## config.mk

```make
export PLATFORM = sky130hd
export DESIGN_NAME = instruction_fetch_unit
export DESIGN_NICKNAME = d
export VERILOG_FILES = /design/src/rtl/instruction_fetch_unit.sv
export SDC_FILE = /design/constraint.sdc
export NUM_CORES = 1
export LEC_CHECK = 0
export CAP_MARGIN = 20
export CORE_MARGIN = 8
export CORE_UTILIZATION = 44
export DETAILED_ROUTE_END_ITERATION = 10
export HOLD_SLACK_MARGIN = 0.12
export PLACE_DENSITY = 0.82
export SLEW_MARGIN = 40
export SYNTH_ARGS = -nofsm -noshare
export SYNTH_HDL_FRONTEND = slang
export SYNTH_SLANG_ARGS = --single-unit
export TNS_END_PERCENT = 100
```

## constraint.sdc

```tcl
create_clock -name clk_in -period 4 [get_ports clk_in]
set_input_delay 0.4 -clock clk_in [delete_from_list [all_inputs] [get_ports clk_in]]
set_output_delay 0.4 -clock clk_in [all_outputs]
set_load 0.005 [all_outputs]
```

## src/rtl/instruction_fetch_unit.sv

```systemverilog
// Fetch stage: owns the PC, fetches over a req/ack instruction memory port and
// holds each instruction for the decoder until it is consumed.
module instruction_fetch_unit #(
  parameter logic [31:0] RESET_PC = 32'h0040_0000
) (
  input  logic        clk_in,
  input  logic        rst_in,
  input  logic        stall_in,
  input  logic        branch_in,
  input  logic        zero_in,
  input  logic        jump_in,
  input  logic [15:0] branch_imm_in,
  input  logic [25:0] jump_target_in,
  output logic        imem_req_out,
  output logic [31:0] imem_addr_out,
  input  logic        imem_ack_in,
  input  logic [31:0] imem_data_in,
  output logic [31:0] instr_out,
  output logic        instr_valid_out,
  output logic [5:0]  op_out,
  output logic [5:0]  func_out,
  output logic [31:0] pc_out,
  output logic [31:0] pc_plus4_out
);

  localparam int unsigned XLEN  = 32;
  localparam int unsigned IMM_W = 16;
  localparam int unsigned SEXT_W = XLEN - IMM_W - 2;
  localparam logic [XLEN-1:0] RESET_PC_ALIGNED = {RESET_PC[XLEN-1:2], 2'b00};

  typedef enum logic {
    FETCH = 1'b0,
    VALID = 1'b1
  } state_t;

  state_t           state_q, state_d;
  logic [XLEN-1:0]  pc_q, pc_d, pc_plus4, branch_off;
  logic [XLEN-1:0]  instr_q;
  logic             capture, consume;

  // State register
  always_ff @(posedge clk_in or posedge rst_in) begin
    if (rst_in) state_q <= FETCH;
    else        state_q <= state_d;
  end

  // Next state; ack only matters while fetching, stall only while presenting
  always_comb begin
    state_d = state_q;
    capture = 1'b0;
    consume = 1'b0;
    unique case (state_q)
      FETCH: begin
        if (imem_ack_in) begin
          capture = 1'b1;
          state_d = VALID;
        end
      end
      VALID: begin
        if (!stall_in) begin
          consume = 1'b1;
          state_d = FETCH;
        end
      end
      default: state_d = FETCH;
    endcase
  end

  // Next PC: jump beats taken branch beats sequential
  always_comb begin
    pc_plus4   = pc_q + XLEN'(4);
    branch_off = {{SEXT_W{branch_imm_in[IMM_W-1]}}, branch_imm_in, 2'b00};
    pc_d       = pc_plus4;
    if (jump_in)                   pc_d = {pc_plus4[XLEN-1:28], jump_target_in, 2'b00};
    else if (branch_in && zero_in) pc_d = pc_plus4 + branch_off;
  end

  always_ff @(posedge clk_in or posedge rst_in) begin
    if (rst_in) begin
      pc_q    <= RESET_PC_ALIGNED;
      instr_q <= '0;
    end else begin
      if (capture) instr_q <= imem_data_in;
      if (consume) pc_q    <= pc_d;
    end
  end

  // Request is gated by reset so it drops the instant reset asserts
  assign imem_req_out    = (state_q == FETCH) && !rst_in;
  assign imem_addr_out   = pc_q;
  assign instr_out       = instr_q;
  assign instr_valid_out = (state_q == VALID);
  assign op_out          = instr_q[31:26];
  assign func_out        = instr_q[5:0];
  assign pc_out          = pc_q;
  assign pc_plus4_out    = pc_plus4;

endmodule

```

## After elaboration in Yosys (flattened, before gate mapping)

Index checks and enable logic that the tools add are counted.

- Bits in registers: 65
- Latch bits: 0
- Memory bits (writable): 0
- Bits in read-only memories: 0
- Bits of input ports: 81
- Word-level logic and storage cells: 17
- Memories: 0

- Add/sub/neg operators: 2
- $mul: 0
- Div/mod/pow operators: 0
- Order comparisons: 0
- Equality and inequality tests: 0
- Shift operators: 0
- Mux-type cells: 8
- Bitwise gates (word level): 1
- Reductions and logical operators: 3

Operator list:

| operator | number |
|---|---|
| 32-bit two-way mux | 2 |
| 32-bit by 3-bit adder with 32-bit output, second input constant | 1 |
| 32-bit adder | 1 |
| 1-bit two-way mux | 5 |
| 1-bit logical AND | 2 |
| 1-bit one-hot mux with 2 select lines | 1 |
| 1-bit logical NOT | 1 |
| 1-bit NOT | 1 |

## Depth between registers and ports, before layout

- Word-level depth: 4
- Depth in mapped cells: 18
- Mapped depth without buffers: 18

## Least setup slack after synthesis

No wires, ideal clock.

- Path type: flip-flop to flip-flop
- From: register pc_q[2] (netlist: imem_addr_out[2])
- To: register pc_q[27] (netlist: imem_addr_out[27])
- Library setup time: 0.082 ns
- Arrival: 3.551 ns
- Data required time: 3.918 ns
- Setup slack: 0.367 ns
- Stages on the path, launching flop included: 16
- Path buffers: 0
- Cell sequence: dfrtp_1 -> ha_1 -> and4_2 -> and4_1 -> and4_1 -> xnor2_1 -> ha_1 -> and4_1 -> a22oi_1 -> o2111ai_1 -> o21ai_0 -> nand2_1 -> a31oi_1 -> xor2_1 -> a211o_1 -> a31oi_1

- Cells in the longest elaborated chain, start to end: 4

RTL lines:

| item | line | text |
|---|---|---|
| start: declaration | 37 | `logic [XLEN-1:0] pc_q, pc_d, pc_plus4, branch_off;` |
| start signal: assignment | 84 | `if (consume) pc_q <= pc_d;` |
| 32-bit by 3-bit adder with 32-bit output | 71 | `pc_plus4 = pc_q + XLEN'(4);` |
| via pc_plus4_out[18] | 23 | `output logic [31:0] pc_plus4_out` |
| 32-bit adder | 75 | `else if (branch_in && zero_in) pc_d = pc_plus4 + branch_off;` |
| 32-bit two-way mux | 75 |  |
| 32-bit two-way mux | 74 | `if (jump_in) pc_d = {pc_plus4[XLEN-1:28], jump_target_in, 2'b00};` |

The timed path passes the listed nets, and every way through them passes these cells.
A chain may end at the register's enable or synchronous reset.

## Worst setup path in the final report

- From: register pc_q[3] (netlist: imem_addr_out[3])
- To: register pc_q[30] (netlist: imem_addr_out[30])

- Cells in the longest elaborated chain, start to end: 4

RTL lines:

| item | line |
|---|---|
| 32-bit by 3-bit adder with 32-bit output * | 71 |
| 32-bit adder | 75 |
| 32-bit two-way mux | 75 |
| 32-bit two-way mux * | 74 |

Every way passes the cells marked *; elsewhere a longest branch is shown, timed or not.

==> flow_summary_export.csv <==
group,metric,value,unit
synth,synth-main-ff-cell,"dfrtp_1",
global_route,grt_max_degree,49,
floorplan,ios,223,
drt,viasPerCell,5.608,
drt,ant_nets,0,
sta,period_minus_slack,3.831,ns
power_and_ir_drop,p_leak,0.003204,µW
floorplan,std_cell_rows,40,
sta,hold_viol_final,0,
drt,routed_wl,18280,µm
clock_tree,cts_tree,"yes",
worst_setup_path,startpoint_type,"register",
outcome,outcome,"completed",
sta,setup-violations-final,0,
global_route,grt_first_pass_wirelength,28770,µm
synth,ys_async_sr_fraction,100.0,%
synth,synth-compound-area-share,18.13,%
cells_and_area,fin_util,64.90,%
cells_and_area,layout-drive-gt1-share,12.38,%
floorplan,dieArea,15850,µm²
power_and_ir_drop,power_density,593.3,nW/µm²
synth,synth_edf_count,0,
synth,syn_area_per_cell,8.669,µm²
floorplan,die_h,125.9,µm
worst_setup_path,cp.arrival,4.07,ns
drt,first_pass_iters,5,
drt,drc,0,
cells_and_area,final_cell_mix,"216 x clkdlybuf4s50_1, 61 x dfrtp_1, 59 x nand2_1",
sta,clock_skew,0.003656,ns
clock_tree,holdBufCountCts,0,
synth,synth-seq-cells,63,
floorplan,start_util,44.61,%
worst_setup_path,critical_path_class,"register to register",
placement,hpwl,14050,µm
cells_and_area,final_common_cell,"clkdlybuf4s50_1",
placement,dp_slack,-0.04210,ns
drt,wl_per_cell,19.31,µm
synth,synth_top_family_by_area,"compound AO/OA/AOI/OAI gates",
sta,slew_viol_final,0,
power_and_ir_drop,ir_drop,0.2734,mV
cells_and_area,nNetsFinal,913,
sta,fmax,261.0,MHz
clock_tree,cts_max_level,3,
synth,synth_xor_area_share,8.429,%
synth,synth_mux_area_share,6.970,%
global_route,first_global_vias,5395,
sta,max_slew_margin,63.35,%
sta,tightest_slew,0.5498,ns
floorplan,coreArea,11910,µm²
floorplan,die_x,125.9,µm
worst_setup_path,required,4.24,ns
worst_setup_path,critical_path_peak_fanout,5,
synth,synthAdderAreaFrac,8.853,%
cells_and_area,fin_area,7730,µm²
clock_tree,clockRootBuffer,"clkbuf_16",
power_and_ir_drop,total_power,4586,µW
synth,synth_cells,613,
clock_tree,cts_buffer_depth,2,
synth,yosysUniqueCellTypes,61,
synth,synthSimpleGateAreaFrac,17.97,%
drt,vias,5311,
placement,portBuffers,216,
global_route,grt-ovfl-total,0,
global_route,grt_use_total,22.32,%
placement,place.gp.congestion,0.9489,
synth,ys_seq_area_share,29.69,%
drt,drtIter0Drc,321,
flow_run,maxCapViolations,0,
clock_tree,cts_buffers,9,
clock_tree,clk_latency,0.33,ns
worst_setup_path,cp-end-kind,"register",
sta,fin_crit_sh,95.77,%
synth,synth_area,5314,µm²
clock_tree,path_clk_slew,0.06,ns
global_route,antenna_found_initial,0,
sta,worst_slack,0.1691,ns
cells_and_area,diodes,0,
clock_tree,cts_sinks,63,
synth,yosys_warnings,0,
placement,place_area,7338,µm²
cells_and_area,syn_to_final_growth,45.47,%
hold_path,hold_path.class,"register to register",
## per-layer routing
layer	GRT usage [%]	routed length [µm]	vias up
met5	0	0	-
met3	5.232	1320	38
met2	39.84	9235	236
met1	25.57	7266	2532
li1	-	-	2505
met4	7.573	461	0
## cell type report
| type | instances | area, µm² |
|---|---|---|
| flip-flops and latches | 63 | 1579 |
| multi-input cells | 471 | 3272 |
| fillers | 1012 | 4182 |
| clock inverters | 7 | 102.6 |
| repair buffers | 236 | 2312 |
| clock buffers | 9 | 225.2 |
| well taps | 147 | 183.9 |
| inverters | 14 | 55.05 |
## cell usage after synthesis, types with 3 or more instances
master / count / area share, %
o21ai_0: 46 / 4.3
xor2_1: 17 / 2.8
and2_1: 3 / 0.35
a211oi_1: 8 / 1.1
nand2b_1: 4 / 0.47
dfrtp_1: 62 / 29
nand4_1: 8 / 0.94
a31oi_1: 8 / 0.94
or3_1: 5 / 0.59
a211o_1: 6 / 0.99
and4_1: 4 / 0.66
nor3b_1: 3 / 0.42
nor2b_1: 4 / 0.47
o21a_1: 3 / 0.42
ha_1: 36 / 8.5
mux2_2: 32 / 6.8
o21bai_1: 6 / 0.85
o31ai_1: 3 / 0.42
nor2_1: 40 / 2.8
nand3_1: 21 / 2.0
buf_4: 48 / 6.8
nand2_1: 59 / 4.2
clkbuf_8: 3 / 0.78
nor3_1: 16 / 1.5
inv_1: 13 / 0.92
o211ai_1: 7 / 0.99
a21oi_1: 47 / 4.4
a21o_1: 9 / 1.3
xnor2_1: 31 / 5.1
clkbuf_1: 19 / 1.3
## worst max-delay path, cell delays in order, from the launching register on
cell	delay, ns
dfrtp_2	0.38
ha_2	0.21
and4_4	0.26
and4_2	0.28
and4_4	0.28
nand4_1	0.20
nor2_1	0.19
xor2_1	0.23
ha_1	0.32
inv_1	0.11
o21bai_1	0.08
a21oi_1	0.18
o21bai_1	0.08
a21o_1	0.18
a21o_1	0.17
a21oi_1	0.12
o21ai_1	0.09
xnor2_1	0.15
a221oi_2	0.22
## logic make-up after synthesis
kind of cell	after synthesis
AND/OR/NAND/NOR	188
AO/OA/AOI/OAI	158
buffers and inverters	84
flip-flops	63
XOR/XNOR	49
adder cells (fa/ha/maj)	37
multiplexers	33
other	1
## metrics by stage
step / setup TNS (ns) / instances / hold slack (ns)
floorplan: 0 / 618 / 0.5055
global placement: 0 / 928 / 0.4888
detailed placement: -0.07330 / 928 / 0.4958
CTS: 0 / 945 / 0.5094
global route: -0.006458 / 947 / 0.5254
finish: 0 / 947 / 0.5052
## registers in the layout, summed over array words and instances (netlist names)
name             flops
instr_out           32
instr_valid_out      1
imem_addr_out       30
## where the power goes
part | total (µW) | internal [µW] | switching [µW] | leakage [µW]
registers | 1040 | 819 | 225 | 0.000738
logic | 2660 | 1460 | 1200 | 0.00231
clock network | 881 | 554 | 328 | 0.000157
total | 4590 | 2840 | 1750 | 0.00320
## worst paths after layout
path	start	endpoint	slack [ns]	depth (start not counted)
min in group asynchronous	rst_in	instr_out[26]$_DFFE_PP0P_	0.52	2
min reg2reg	instr_out[7]$_DFFE_PP0P_	instr_out[7]$_DFFE_PP0P_	0.51	1
max in group asynchronous	rst_in	imem_addr_out[22]$_DFFE_PP1P_	2.69	3
max reg2reg	imem_addr_out[3]$_DFFE_PP0P_	imem_addr_out[30]$_DFFE_PP0P_	0.17	18
max	imem_addr_out[3]$_DFFE_PP0P_	imem_addr_out[30]$_DFFE_PP0P_	0.17	18
min	instr_out[7]$_DFFE_PP0P_	instr_out[7]$_DFFE_PP0P_	0.51	1
## timing repair
| item | in CTS | in global routing |
|---|---|---|
| resized for setup | 4 | 8 |
| gates cloned | 0 | 0 |
| pin swaps | 1 | 3 |
| endpoints found under the setup margin | 3 | 9 |
| buffers inserted | 1 | 2 |
Note: power is estimated with default switching activity, not from simulation.
==> variant (same flow settings) <==
Register the input `jump_target_in` before use, cleared by the reset. The logic sees it one clock later. The other inputs are not delayed to match.
--- a/src/rtl/instruction_fetch_unit.sv
+++ b/src/rtl/instruction_fetch_unit.sv
@@ -33,4 +33,14 @@
     VALID = 1'b1
   } state_t;
+
+  logic [25:0] jump_target_q;
+
+  always_ff @(posedge clk_in or posedge rst_in) begin
+    if (rst_in) begin
+      jump_target_q <= '0;
+    end else begin
+      jump_target_q <= jump_target_in;
+    end
+  end
 
   state_t           state_q, state_d;
@@ -72,5 +82,5 @@
     branch_off = {{SEXT_W{branch_imm_in[IMM_W-1]}}, branch_imm_in, 2'b00};
     pc_d       = pc_plus4;
-    if (jump_in)                   pc_d = {pc_plus4[XLEN-1:28], jump_target_in, 2'b00};
+    if (jump_in)                   pc_d = {pc_plus4[XLEN-1:28], jump_target_q, 2'b00};
     else if (branch_in && zero_in) pc_d = pc_plus4 + branch_off;
   end
Check against the original RTL: not equivalent (a bounded check fails within 4 cycles, from zero or initial values and one cycle with rst_in high).
==> variant against the original RTL <==
Wire length is 10% higher; synthesized area is 15% higher; non-clock buffer count is 2 lower; setup slack better by 0.078 ns; design area is 10% higher; sequential cell count is 26 higher; power is 7.2% higher.
==> variant: results <==
[timing]
clock_skew_ns = 0.008240
worst_pin_slew_ns = 0.8032
whs_ns = 0.4784
layout_setup_ws_ns = 0.2474

[clock_network]
htreeDepth = 3
clk_latency_ns = 0.35
cts_root_buf = "clkbuf_16"

[global_route]
grt_pass1_wl_um = 31640
grt_start_max_net_pins = 51
grt_use_total_pct = 22.30
grt_pass1_vias = 5750

[routing]
wl_um = 20190
first_iter_violations = 345
vias = 5589
drt_first_pass_iters = 4
drt-wirelength-per-cell_um = 19.73

[setup_path]
slowest_stage = "or4_4"
worstPathArrival_ns = 4.03
cp-startpoint = "imem_addr_out[2]"
crit_path_max_fanout = 7
rr_worst_depth = 13
r2r_end = "imem_addr_out[30]"
slowest_delay_ns = 0.53

[placement]
gp_congestion = 0.9387
dp_hpwl_um = 15720
place_worst_setup_slack_ns = 0.2302
placed_area_sq_um = 8208
numPlacedInstances = 1007

[logic_synthesis]
synth.area.mux_share_pct = 6.925
yosys-top-cells-count = "dfrtp_1, nand2_1, buf_4"
ys_async_sr_fraction_pct = 100.0
synth_cells = 663
synth.area.top_cells = "dfrtp_1, ha_1, buf_4"
synth-seq-area-share_pct = 36.38
synth_fa_ha_area_share_pct = 7.681
synthFlopType = "dfrtp_1"
synth_compound_area_share_pct = 17.20
ys_warn_count = 0
synthXorXnorAreaFrac_pct = 7.130
synth_cell_types = 63

[min_path]
hold_class = "primary input to asynchronous set/reset pin"

[finish]
antenna_cells = 0
finalNetCount = 956
drive_above_1_share_pct = 10.32

[outcome]
outcome = "finished, final reports clean"

[power_and_ir_drop]
peakVddDrop_v = 0.0003455
p_leak_nw = 3.643

[flow_run]
cap_violations = 0
## variant: where the power goes
part / total (mW) / switching (mW) / internal, mW
Combinational: 2.74 / 1.25 / 1.49
Sequential: 1.35 / 0.253 / 1.09
Clock: 0.834 / 0.401 / 0.433
Total: 4.92 / 1.90 / 3.01
## variant: repair_timing
item                                    4_1_cts  5_1_grt
resized for setup                             0        7
endpoints found under the setup margin        0        6
hold buffers                                  0        0
setup buffers                                 0        0
## variant: metal layers
| metal | track usage, % | part of all wire, % | vias up |
|---|---|---|---|
| met4 | 6.800 | 1.8 | 0 |
| li1 | - | - | 2663 |
| met1 | 26.83 | 41 | 2640 |
| met3 | 7.816 | 10 | 30 |
| met5 | 0 | 0 | - |
| met2 | 36.69 | 47 | 256 |
## variant: layout make-up
class                   instances  area [sq um]
flip-flops and latches         89          2228
clock buffers                   9         225.2
well taps                     180         225.2
multi-input cells             491          3433
inverters                      13         50.05
fillers                      1160          5182
repair buffers                234          2310
clock inverters                 7         65.06
